File: config.mk
export PLATFORM = sky130hd
export DESIGN_NAME = latch_vs_flop_unit
export DESIGN_NICKNAME = d
export VERILOG_FILES = /design/src/rtl/latch_vs_flop_pkg.sv /design/src/rtl/lvf_mismatch_counter.sv /design/src/rtl/latch_vs_flop_unit.sv
export SDC_FILE = /design/constraint.sdc
export NUM_CORES = 1
export LEC_CHECK = 0
export ABC_AREA = 1
export CORE_AREA = 4 4 48 50
export DETAILED_ROUTE_END_ITERATION = 16
export DIE_AREA = 0 0 52 54
export GPL_TIMING_DRIVEN = 1
export PLACE_DENSITY = 0.56
export SETUP_SLACK_MARGIN = 0.5
export SLEW_MARGIN = 20
export SYNTH_ARGS = -nofsm -noshare
export SYNTH_HDL_FRONTEND = slang
export SYNTH_SLANG_ARGS = --single-unit
File: constraint.sdc
create_clock -name clk -period 3.6 [get_ports clk]
set_input_delay 0.72 -clock clk [delete_from_list [all_inputs] [get_ports clk]]
set_output_delay 0.72 -clock clk [all_outputs]
set_load 0.005 [all_outputs]
File: src/rtl/latch_vs_flop_pkg.sv
// Shared constants and helpers for the latch-vs-flop reference cell.
//   LVF_WIDTH  : default data width of d / q_latch / q_flop
//   LVF_CNT_W  : default width of the saturating mismatch counter
//   sat_inc()  : increment that sticks at max_val instead of wrapping
package latch_vs_flop_pkg;

  localparam int unsigned LVF_WIDTH = 1;
  localparam int unsigned LVF_CNT_W = 8;

  // Saturating increment on a 32-bit carrier; callers cast to their own width.
  function automatic logic [31:0] sat_inc(input logic [31:0] val,
                                          input logic [31:0] max_val);
    if (val >= max_val) begin
      return max_val;
    end
    return val + 32'd1;
  endfunction

endpackage

File: src/rtl/lvf_mismatch_counter.sv
// Mismatch detector plus saturating mismatch counter.
// Ports:
//   clk, rst_n     : clock, asynchronous active-low reset
//   q_latch        : latch output
//   q_flop         : flop output (current)
//   q_flop_nxt     : value the flop holds once the current edge has settled
//   mismatch       : combinational, any bit of q_latch differs from q_flop
//   mismatch_cnt   : count of edges after which the two elements disagree
//   cnt_sat        : mismatch_cnt is all-ones
module lvf_mismatch_counter
  import latch_vs_flop_pkg::*;
#(
  parameter int unsigned WIDTH = LVF_WIDTH,
  parameter int unsigned CNT_W = LVF_CNT_W
) (
  input  logic             clk,
  input  logic             rst_n,
  input  logic [WIDTH-1:0] q_latch,
  input  logic [WIDTH-1:0] q_flop,
  input  logic [WIDTH-1:0] q_flop_nxt,
  output logic             mismatch,
  output logic [CNT_W-1:0] mismatch_cnt,
  output logic             cnt_sat
);

  localparam logic [CNT_W-1:0] CNT_MAX = '1;

  logic edge_mismatch_c;

  // Observable disagreement between the two storage elements.
  assign mismatch = |(q_latch ^ q_flop);

  // An edge counts only if the elements still disagree after the flop has
  // taken that edge; the transient window while the latch runs ahead of the
  // flop (en=1, d changed between edges) is therefore never counted.
  assign edge_mismatch_c = |(q_latch ^ q_flop_nxt);

  // Saturating counter: never wraps.
  always_ff @(posedge clk or negedge rst_n) begin
    if (!rst_n) begin
      mismatch_cnt <= '0;
    end else if (edge_mismatch_c) begin
      mismatch_cnt <= CNT_W'(sat_inc(32'(mismatch_cnt), 32'(CNT_MAX)));
    end
  end

  assign cnt_sat = (mismatch_cnt == CNT_MAX);

endmodule

File: src/rtl/latch_vs_flop_unit.sv
// Side-by-side level-sensitive latch and edge-triggered flop on shared d/en,
// with a detector counting clock edges where the two disagree.
// Ports:
//   clk           : rising-edge clock
//   rst_n         : asynchronous active-low reset (clears latch, flop, counter)
//   en            : latch gate / flop load enable
//   d             : shared data input
//   q_latch       : latch output (transparent while en=1)
//   q_flop        : flop output (loads d on rising clk when en=1)
//   mismatch      : combinational q_latch != q_flop
//   mismatch_cnt  : saturating count of mismatching edges
//   cnt_sat       : mismatch_cnt at all-ones
module latch_vs_flop_unit
  import latch_vs_flop_pkg::*;
#(
  parameter int unsigned WIDTH = LVF_WIDTH,
  parameter int unsigned CNT_W = LVF_CNT_W
) (
  input  logic             clk,
  input  logic             rst_n,
  input  logic             en,
  input  logic [WIDTH-1:0] d,
  output logic [WIDTH-1:0] q_latch,
  output logic [WIDTH-1:0] q_flop,
  output logic             mismatch,
  output logic [CNT_W-1:0] mismatch_cnt,
  output logic             cnt_sat
);

  logic [WIDTH-1:0] q_flop_nxt;

  // Intentional level-sensitive latch: follows d while en=1, holds otherwise.
  always_latch begin
    if (!rst_n) begin
      q_latch = '0;
    end else if (en) begin
      q_latch = d;
    end
  end

  // Flop load-enable mux; also tells the detector where the flop is heading.
  assign q_flop_nxt = en ? d : q_flop;

  // Edge-triggered flop with load enable.
  always_ff @(posedge clk or negedge rst_n) begin
    if (!rst_n) begin
      q_flop <= '0;
    end else begin
      q_flop <= q_flop_nxt;
    end
  end

  lvf_mismatch_counter #(
    .WIDTH (WIDTH),
    .CNT_W (CNT_W)
  ) u_mismatch_counter (
    .clk          (clk),
    .rst_n        (rst_n),
    .q_latch      (q_latch),
    .q_flop       (q_flop),
    .q_flop_nxt   (q_flop_nxt),
    .mismatch     (mismatch),
    .mismatch_cnt (mismatch_cnt),
    .cnt_sat      (cnt_sat)
  );

endmodule

**After elaboration in Yosys (flattened, before gate mapping)**

Index checks and enable logic that the tools add are counted.

- Flip-flop bits (word level): 9
- Bits of input ports: 4
- Bits in read-only memories: 0
- Latch bits: 1
- Bits in writable memories: 0
- Output and inout port bits: 12
- Memories kept: 0
- Logic and storage cells: 17

- Bitwise operators: 2
- Multiply operators: 0
- Divide/modulo/power cells: 0
- Order comparisons: 1
- Multiplexer cells: 9
- Add/sub/neg operators: 1
- Shift operators: 0
- Eq/ne operators: 1
- Reduce and logical (&&, ||, !) cells: 0

Operators with widths:

| cell | number |
|---|---|
| two-way mux 8 bit | 2 |
| adder 8 x 1 -> 8 bit, second input constant | 1 |
| equality test 8 bit, second input constant | 1 |
| >= comparator 8 bit, second input constant | 1 |
| two-way mux 1 bit | 7 |
| XOR 1 bit | 2 |

**Depth between registers and ports, before layout**

Gate-level depths: netlist of run 1.

- Depth in word-level cells: 4
- Mapped depth: 8
- Mapped depth without buffers: 8

**By module**

A second synthesis of run 1 with hierarchy kept.

- Cell total of the unflattened synthesis: 77
- Area, all modules: 563.0 sq um

By module, submodules not included:

| module | cells an instance | seq. area each (sq um) | area each (sq um) | instances |
|---|---|---|---|---|
| lvf_mismatch_counter | 68 | 200.2 | 496.7 | 1 |
| latch_vs_flop_unit | 9 | 25.0 | 66.3 | 1 |

==> metrics.cfg, run 1 <==
[run_status]
status=completed

[clock_tree]
cts_resized=0
clkTransAtPathRegs_ns=0.06
hold_buffers=0
cts-root-buf=clkbuf_4
clk_latency_ns=0.26
cts_tree=yes
cts-buffers-inserted=3
clock_path_buffers=2
cts_setup_buffers=0
htree_levels=1

[synth]
synth_nets=96
synth.distinct_cells=18
synth_area_um2=629.4
avgSynthCellArea_um2=6.916
yosysWarningCount=0
ys_seq_elements=10
syn_inst=91

[sta]
period_minus_slack_ns=2.502
fin_tns_setup_ns=0
hold_viol=0
fin_worst_skew_ns=0.004380
worst_slack_ns=1.098
worst_slew_pin_slew_ns=0.4772
drv_slew=0
finalSetupViolations=0
slew_headroom_pct=68.08
rsz0062_at_grt=no
untimed_endpoints=2
max_freq_mhz=399.6
min_period_over_period_pct=69.51
unclocked_pins=1

[layout]
regArea_um2=240.2
antenna_cells=0
final_core_util_pct=43.55
final_common_cell=nand2_1
area_delta_synth_final_pct=31.61
n_fill_cell=202
layout.nets=115
final_cell_mix=34 x nand2_1, 15 x clkdlybuf4s50_1, 13 x inv_1
multi_input_area_um2=324.1
drive_gt1_share_pct=11.93

[placement]
place_ws_ns=1.399
port-buffer-count=15
gp_congestion=0.8085
hpwl_um=1025

[global_route]
antenna_found_initial=0
grt_pass1_wl_um=2297
grt_usage_pct=11.34
grt_max_degree=14
grt_pass1_vias=572
globalRouteOverflowTotal=0

[worst_setup_path]
path_max_fanout=5
arrival_ns=1.78
max_stage_delay_ns=0.49
path_cells=ha_1 > nand2_2 > nor2_2 > nand2_2 > clkinv_2 > clkdlybuf4s50_1
critical_path_class=reg2out
start_kind=flop
crit_top_cell=nand2_2
critPathRequiredTime_ns=2.88
cp_slowest_cell=clkdlybuf4s50_1
cpLargestDelayFamily=buffers and inverters
critical_path_buf_inv_count=2
cp-end-kind=output port

[detailed_routing]
num_vias=618
wire_per_inst_um=10.04
drtIter0Drc=13
antenna_left=0
drt-pass1-iter-count=5
wirelength_um=1365
drt-vias-per-instance=4.544
route.detailed.drc=0

[pwr]
power.switching_uw=170.7
switching_share_pct=38.20
clkPwrFrac_pct=17.5
cellInternalPower_uw=276.1
p_seq_share_pct=41.1
comb_power_share_pct=41.4
leakage_nw=0.4020
power_uw=446.8
vdd.ir_drop.worst_v=0.0002454
powerDensity_mw_per_mm2=539.5

[job]
maxCapViolCount=0

[die]
die-area_mm2=0.002808
io_pins=16
dieWidth_um=52
coreArea_mm2=0.001902
initial_core_util_pct=33.09
die_h_um=54
rows=16

[hold_path]
min_path_type=reg2reg

==> cells by family after synthesis <==
group / Yosys count / synth area share, %
buffers and inverters: 15 / 10.34
AND/OR/NAND/NOR: 57 / 40.36
AO/OA/AOI/OAI: 6 / 6.362
adder cells (fa/ha/maj): 1 / 1.988
XOR/XNOR: 2 / 2.784
latches: 1 / 2.385
flip-flops: 9 / 35.79
==> per-layer routing <==
layer | GRT usage (%) | routed length (um) | vias to the layer above
li1 | - | - | 319
met1 | 13.11 | 628 | 276
met2 | 18.62 | 621 | 21
met3 | 2.493 | 93 | 2
met4 | 7.860 | 21 | 0
met5 | 0 | 0 | -
==> state kept, by name, summed over array words and instances, names as in the netlist <==
name,count
q_flop,1
q_latch,1
u_mismatch_counter.mismatch_cnt,8
==> metrics by stage <==
stage,hold slack (ns),area (um2),std cells
2_1_floorplan,0.4244,629.4,91
3_3_place_gp,0.5405,802.0,132
3_5_place_dp,0.5569,802.0,132
4_1_cts,0.5753,828.3,136
5_1_grt,0.6081,828.3,136
6_report,0.5667,828.3,136
==> cell type report <==
cell class	count	area share, %
clock buffer	4	3.172
inverter	14	6.495
multi-input combinational	66	39.12
sequential	10	29.00
tap	27	4.079
timing repair buffer	15	18.13
==> power by group through the flow <==
stage | logic [mW] | clock network (mW) | registers (mW)
floorplan | 0.0998 | 0 | 0.177
global placement | 0.189 | 0 | 0.182
detailed placement | 0.187 | 0 | 0.183
CTS | 0.189 | 0.0841 | 0.182
global route | 0.209 | 0.0918 | 0.192
finish | 0.185 | 0.0783 | 0.184
==> synth_stat cells (all sizes together) <==
master,n,area share (%)
o21bai,1,1.2
dfrtp,9,36
xor2,2,2.8
nor2,5,3.4
nand2,38,24
nand3,13,11
nor3,1,1.6
inv,13,7.8
dlxtp,1,2.4
buf,1,1.8
clkinv,1,0.79
o21ai,5,5.2
ha,1,2.0
==> final timing paths <==
path | start | end | slack (ns) | depth (start not counted)
worst max-delay path | u_mismatch_counter.mismatch_cnt[1] | cnt_sat | 1.10 | 6
worst min-delay path | u_mismatch_counter.mismatch_cnt[7] | u_mismatch_counter.mismatch_cnt[7] | 0.57 | 2
worst max register to register | u_mismatch_counter.mismatch_cnt[0] | u_mismatch_counter.mismatch_cnt[2] | 2.27 | 7
worst min register to register | u_mismatch_counter.mismatch_cnt[7] | u_mismatch_counter.mismatch_cnt[7] | 0.57 | 2
max in group asynchronous | rst_n | u_mismatch_counter.mismatch_cnt[6] | 2.49 | 1
min in group asynchronous | rst_n | q_flop | 0.79 | 1
==> tightest hold or removal path, cell delays in order (launching register included) <==
cell,delay (ns)
dfrtp_1,0.41
nand2_1,0.08
nand2_1,0.05
Note: power is estimated with default switching activity, not from simulation.
==> run 2, diff against run 1 <==
==> constraint.sdc (replaced) <==
create_clock -name clk -period 2.4 [get_ports clk]
set_input_delay 0.48 -clock clk [delete_from_list [all_inputs] [get_ports clk]]
set_output_delay 0.48 -clock clk [all_outputs]
set_load 0.005 [all_outputs]
==> run 2 against run 1 <==
Compared with the run above: flip-flop and latch count unchanged; sequential power up 51%; register-to-register slack worse by 1.3 ns; via count up 4.4%; critical path type unchanged; critical path depth down 5; largest cell class unchanged; non-clock buffer count up 6.
==> metrics.cfg, run 2 (synthesis results as in run 1) <==
[layout]
final_common_cell=nand2_1
drive_gt1_share_pct=17.39
largest_register_ffs=8
layout.nets=121
antenna_cells=0
final_cell_mix=34 x nand2_1, 14 x clkdlybuf4s50_1, 13 x inv_1
area_delta_synth_final_pct=42.35
top_register=u_mismatch_counter.mismatch_cnt

[sta]
fin_worst_skew_ns=0.007133
hold_viol=0
unclocked_pins=1
rsz0062_at_grt=no
min_period_over_period_pct=77.62
worst_slack_ns=0.5371
untimed_endpoints=2
slew_headroom_pct=67.71
drv_slew=0
fin_tns_setup_ns=0
finalSetupViolations=0
max_freq_mhz=536.8
worst_slew_pin_slew_ns=0.4828
period_minus_slack_ns=1.863

[detailed_routing]
drtIter0Drc=9
met3_length_um=93
drt-pass1-iter-count=4
wire_per_inst_um=10.98
antenna_left=0
num_vias=645
drt-vias-per-instance=4.542
top_layer=met4
dr_wl_met2_um=737
wirelength_um=1559
wl_met1_um=689
route.detailed.drc=0

[global_route]
grt_pass1_vias=592
grt_max_degree=14
grt_usage_pct=12.51
globalRouteOverflowTotal=0
antenna_found_initial=0
grt_pass1_wl_um=2470

[worst_setup_path]
cp_slowest_cell=clkdlybuf4s50_1
cp_num_cells=1
cp-end-kind=output port
reg2reg_to=u_mismatch_counter.mismatch_cnt[2]
crit_end=mismatch_cnt[2]
critPathRequiredTime_ns=1.92
r2r_slack_ns=1.02
cpLargestDelayFamily=buffers and inverters
start_kind=flop
max_stage_delay_ns=0.57
path_max_fanout=7
critical_path_class=reg2out
path_cells=clkdlybuf4s50_1
reg2reg_from=u_mismatch_counter.mismatch_cnt[1]
arrival_ns=1.38
cp-startpoint=u_mismatch_counter.mismatch_cnt[2]
r2r_cells=6
critical_path_buf_inv_count=1

[pwr]
power_uw=747.6
leakage_nw=0.4423
p_seq_share_pct=37.1
vdd.ir_drop.worst_v=0.0004422
cellInternalPower_uw=454.5
powerDensity_mw_per_mm2=834.5
power.switching_uw=293.1
comb_power_share_pct=46.2
switching_share_pct=39.20
clkPwrFrac_pct=16.7

[clock_tree]
cts_tree=yes
clock_path_buffers=2
cts-root-buf=clkbuf_4
cts-buffers-inserted=3
htree_levels=1
clk_latency_ns=0.27
clkTransAtPathRegs_ns=0.07

[job]
maxCapViolCount=0

[placement]
place_ws_ns=0.4368
hpwl_um=1027
gp_congestion=0.8085
port-buffer-count=15

[die]
die_h_um=54
coreArea_mm2=0.001902
initial_core_util_pct=33.09
rows=16
die-area_mm2=0.002808
io_pins=16
dieWidth_um=52

[hold_path]
min_path_type=in2async

[run_status]
status=completed

[run 2: cell count changes in the layout (fill, tap and decap cells not counted), sizes merged]
cell,delta
buf,+6
clkdlybuf4s15,+1
clkdlybuf4s50,-1
[run 2: worst min-delay path by stage]
stage	end	from	slack [ns]
6_report	q_flop	rst_n	0.53
2_1_floorplan	q_flop	rst_n	0.18
5_1_grt	u_mismatch_counter.mismatch_cnt[7]	rst_n	0.56
3_5_place_dp	u_mismatch_counter.mismatch_cnt[7]	u_mismatch_counter.mismatch_cnt[7]	0.56
3_3_place_gp	u_mismatch_counter.mismatch_cnt[1]	u_mismatch_counter.mismatch_cnt[1]	0.54
4_1_cts	q_flop	rst_n	0.56
[run 2: per-stage QoR]
step / cells / hold slack (ns) / area, um2 / util [%]
3_3_place_gp: 132 / 0.5405 / 802.0 / 42.17
5_1_grt: 142 / 0.5584 / 895.9 / 47.11
6_report: 142 / 0.5307 / 895.9 / 47.11
2_1_floorplan: 91 / 0.1844 / 629.4 / -
4_1_cts: 140 / 0.5566 / 869.6 / 45.72
3_5_place_dp: 132 / 0.5553 / 802.0 / 42.17
[run 2: timing repair]
| item | 4_1_cts | 5_1_grt |
|---|---|---|
| hold buffers | 0 | 0 |
| buffers inserted | 4 | 2 |
| gates resized for setup | 3 | 3 |
| pin swaps | 3 | 3 |
| endpoints found under the setup margin | 1 | 2 |
[run 2: power groups by stage]
stage	logic [mW]	registers, mW	clock network, mW
2_1_floorplan	0.150	0.265	0
3_3_place_gp	0.283	0.273	0
3_5_place_dp	0.280	0.274	0
4_1_cts	0.326	0.269	0.128
5_1_grt	0.383	0.284	0.143
6_report	0.345	0.277	0.125
[run 2: cell type report]
type,count,area (um2)
clock buffer,4,26.28
fill,204,1006
inverter,14,53.80
multi-input combinational,66,346.6
sequential,10,240.2
tap,27,33.78
timing repair buffer,21,195.2
[run 2: routing by layer]
metal  vias to the layer above  GRT usage [%]
met5                         -              0
met4                         0          8.734
met3                         5          4.432
met2                        17          20.08
met1                       292          13.80
li1                        331              -
==> run 3, diff against run 2 <==
--- a/config.mk
+++ b/config.mk
@@ -10,7 +10,7 @@
 export DETAILED_ROUTE_END_ITERATION = 16
 export DIE_AREA = 0 0 52 54
 export GPL_TIMING_DRIVEN = 1
-export PLACE_DENSITY = 0.56
+export PLACE_DENSITY = 0.58
 export SETUP_SLACK_MARGIN = 0.5
 export SLEW_MARGIN = 20
 export SYNTH_ARGS = -nofsm -noshare
==> constraint.sdc (replaced) <==
create_clock -name clk -period 1.6 [get_ports clk]
set_input_delay 0.32 -clock clk [delete_from_list [all_inputs] [get_ports clk]]
set_output_delay 0.32 -clock clk [all_outputs]
set_load 0.005 [all_outputs]
==> run 3 against run 2 <==
Compared with the run above: critical path depth increased by 5; largest power group unchanged; die area unchanged; cell count increased by 22%; count of clock-buffer cells in the layout decreased by 1; sequential share of layout area decreased by 8.9 points; critical endpoint is now cnt_sat; non-clock buffer count increased by 30.
==> metrics.cfg, run 3 (synthesis results as in run 1) <==
[placement]
placed_cells=148
gp_congestion=0.8158
place_ws_ns=-0.03397
hpwl_um=1199
port-buffer-count=15

[worst_setup_path]
critical_path_class=reg2out
critical_path_buf_inv_count=2
path_cells=ha_4 > nand2_4 > nor2_4 > nand2_2 > inv_4 > buf_6
path_max_fanout=2
cpLargestDelayFamily=flip-flops
cp-end-kind=output port
critPathRequiredTime_ns=1.28
max_stage_delay_ns=0.41
arrival_ns=1.24
start_kind=flop
cp_slowest_cell=dfrtp_1

[pwr]
leakage_nw=0.7029
powerDensity_mw_per_mm2=1200
vdd.ir_drop.worst_v=0.0009131
power_mw=1.604

[global_route]
grt_pass1_vias=840
antenna_found_initial=0
grt_usage_pct=19.32
grt_pass1_wl_um=3864
grt_max_degree=12
globalRouteOverflowTotal=0

[detailed_routing]
drt-vias-per-instance=4.624
num_vias=800
antenna_left=0
route.detailed.drc=0
drt-pass1-iter-count=4
wire_per_inst_um=13.15
drtIter0Drc=15
wirelength_um=2275

[clock_tree]
clock_path_buffers=2
clk_latency_ns=0.28
cts-buffers-inserted=3
clkTransAtPathRegs_ns=0.07
cts-root-buf=clkbuf_4
hold_buffers=0
cts_tree=yes
htree_levels=1

[layout]
layout.nets=152
final_core_util_pct=70.33
final_common_cell=buf_6
antenna_cells=0
final_cell_mix=26 x buf_6, 25 x nand2_1, 18 x buf_4
final_cells=173
largest_register_ffs=8
area_delta_synth_final_pct=112.5
n_fill_cell=149
drive_gt1_share_pct=58.90
top_register=u_mismatch_counter.mismatch_cnt

[sta]
unclocked_pins=1
drv_slew=0
worst_slew_pin_slew_ns=0.4831
rsz0062_at_grt=yes
period_minus_slack_ns=1.564
slew_headroom_pct=67.69
min_period_over_period_pct=97.77
untimed_endpoints=2
max_freq_mhz=639.3
worst_slack_ns=0.03574
hold_viol=0
finalSetupViolations=0
fin_worst_skew_ns=0.004338
whs_ns=0.3623

[die]
die_h_um=54
die-area_mm2=0.002808
initial_core_util_pct=33.09
io_pins=16
rows=16
dieWidth_um=52
coreArea_mm2=0.001902

[run_status]
status=completed

[job]
maxCapViolCount=0

[hold_path]
min_path_type=in2async

-- run 3: cell count changes in the layout (fill, tap and decap cells not counted), sizes merged --
| cell | delta |
|---|---|
| buf | +41 |
| clkdlybuf4s50 | -12 |
| dlygate4sd2 | +2 |
| clkbuf | -1 |
| clkdlybuf4s15 | -1 |
| inv | +1 |
| nand2 | +1 |
-- run 3: where the power goes --
group	leakage (nW)	switching, mW	total [mW]	internal [mW]
Clock	0.0177	0.102	0.195	0.0930
Combinational	0.566	0.484	1.05	0.569
Sequential	0.120	0.0586	0.357	0.298
-- run 3: per-layer routing --
layer / vias up / track usage (%) / part of all wire, %
li1: 391 / - / -
met1: 382 / 21.44 / 41
met2: 19 / 35.15 / 53
met3: 8 / 2.770 / 3.5
met4: 0 / 10.92 / 3.0
met5: - / 0 / 0
-- run 3: layout make-up --
| cell class | count | area, um2 | area share (%) |
|---|---|---|---|
| clock buffer | 3 | 22.52 | 1.684 |
| clock inverter | 1 | 5.005 | 0.3742 |
| inverter | 14 | 55.05 | 4.116 |
| multi-input combinational | 67 | 500.5 | 37.42 |
| sequential | 10 | 240.2 | 17.96 |
| tap | 27 | 33.78 | 2.526 |
| timing repair buffer | 51 | 480.5 | 35.92 |
-- run 3: repair_timing --
item                       in CTS  in global routing
cloned                          1                  0
setup buffers                  18                  2
setup endpoints to repair      19                 19
resized for setup              96                 16
pin swaps                      11                 10
-- run 3: final timing paths --
path | from | end | slack [ns] | cells past startpoint
setup reg to reg | u_mismatch_counter.mismatch_cnt[1] | u_mismatch_counter.mismatch_cnt[1] | 0.14 | 10
hold / removal | rst_n | u_mismatch_counter.mismatch_cnt[6] | 0.36 | 1
hold reg to reg | u_mismatch_counter.mismatch_cnt[3] | u_mismatch_counter.mismatch_cnt[3] | 0.61 | 2
min in group clk | u_mismatch_counter.mismatch_cnt[3] | u_mismatch_counter.mismatch_cnt[3] | 0.61 | 2
setup / recovery | u_mismatch_counter.mismatch_cnt[1] | cnt_sat | 0.04 | 6
max in group asynchronous | rst_n | u_mismatch_counter.mismatch_cnt[7] | 0.91 | 1
-- run 3: stage by stage --
step	setup TNS [ns]	cell area [um2]
floorplan	0	631.9
CTS	0	1251
finish	0	1338
global placement	-0.01321	924.6
global route	-0.02574	1338
detailed placement	-0.06079	924.6
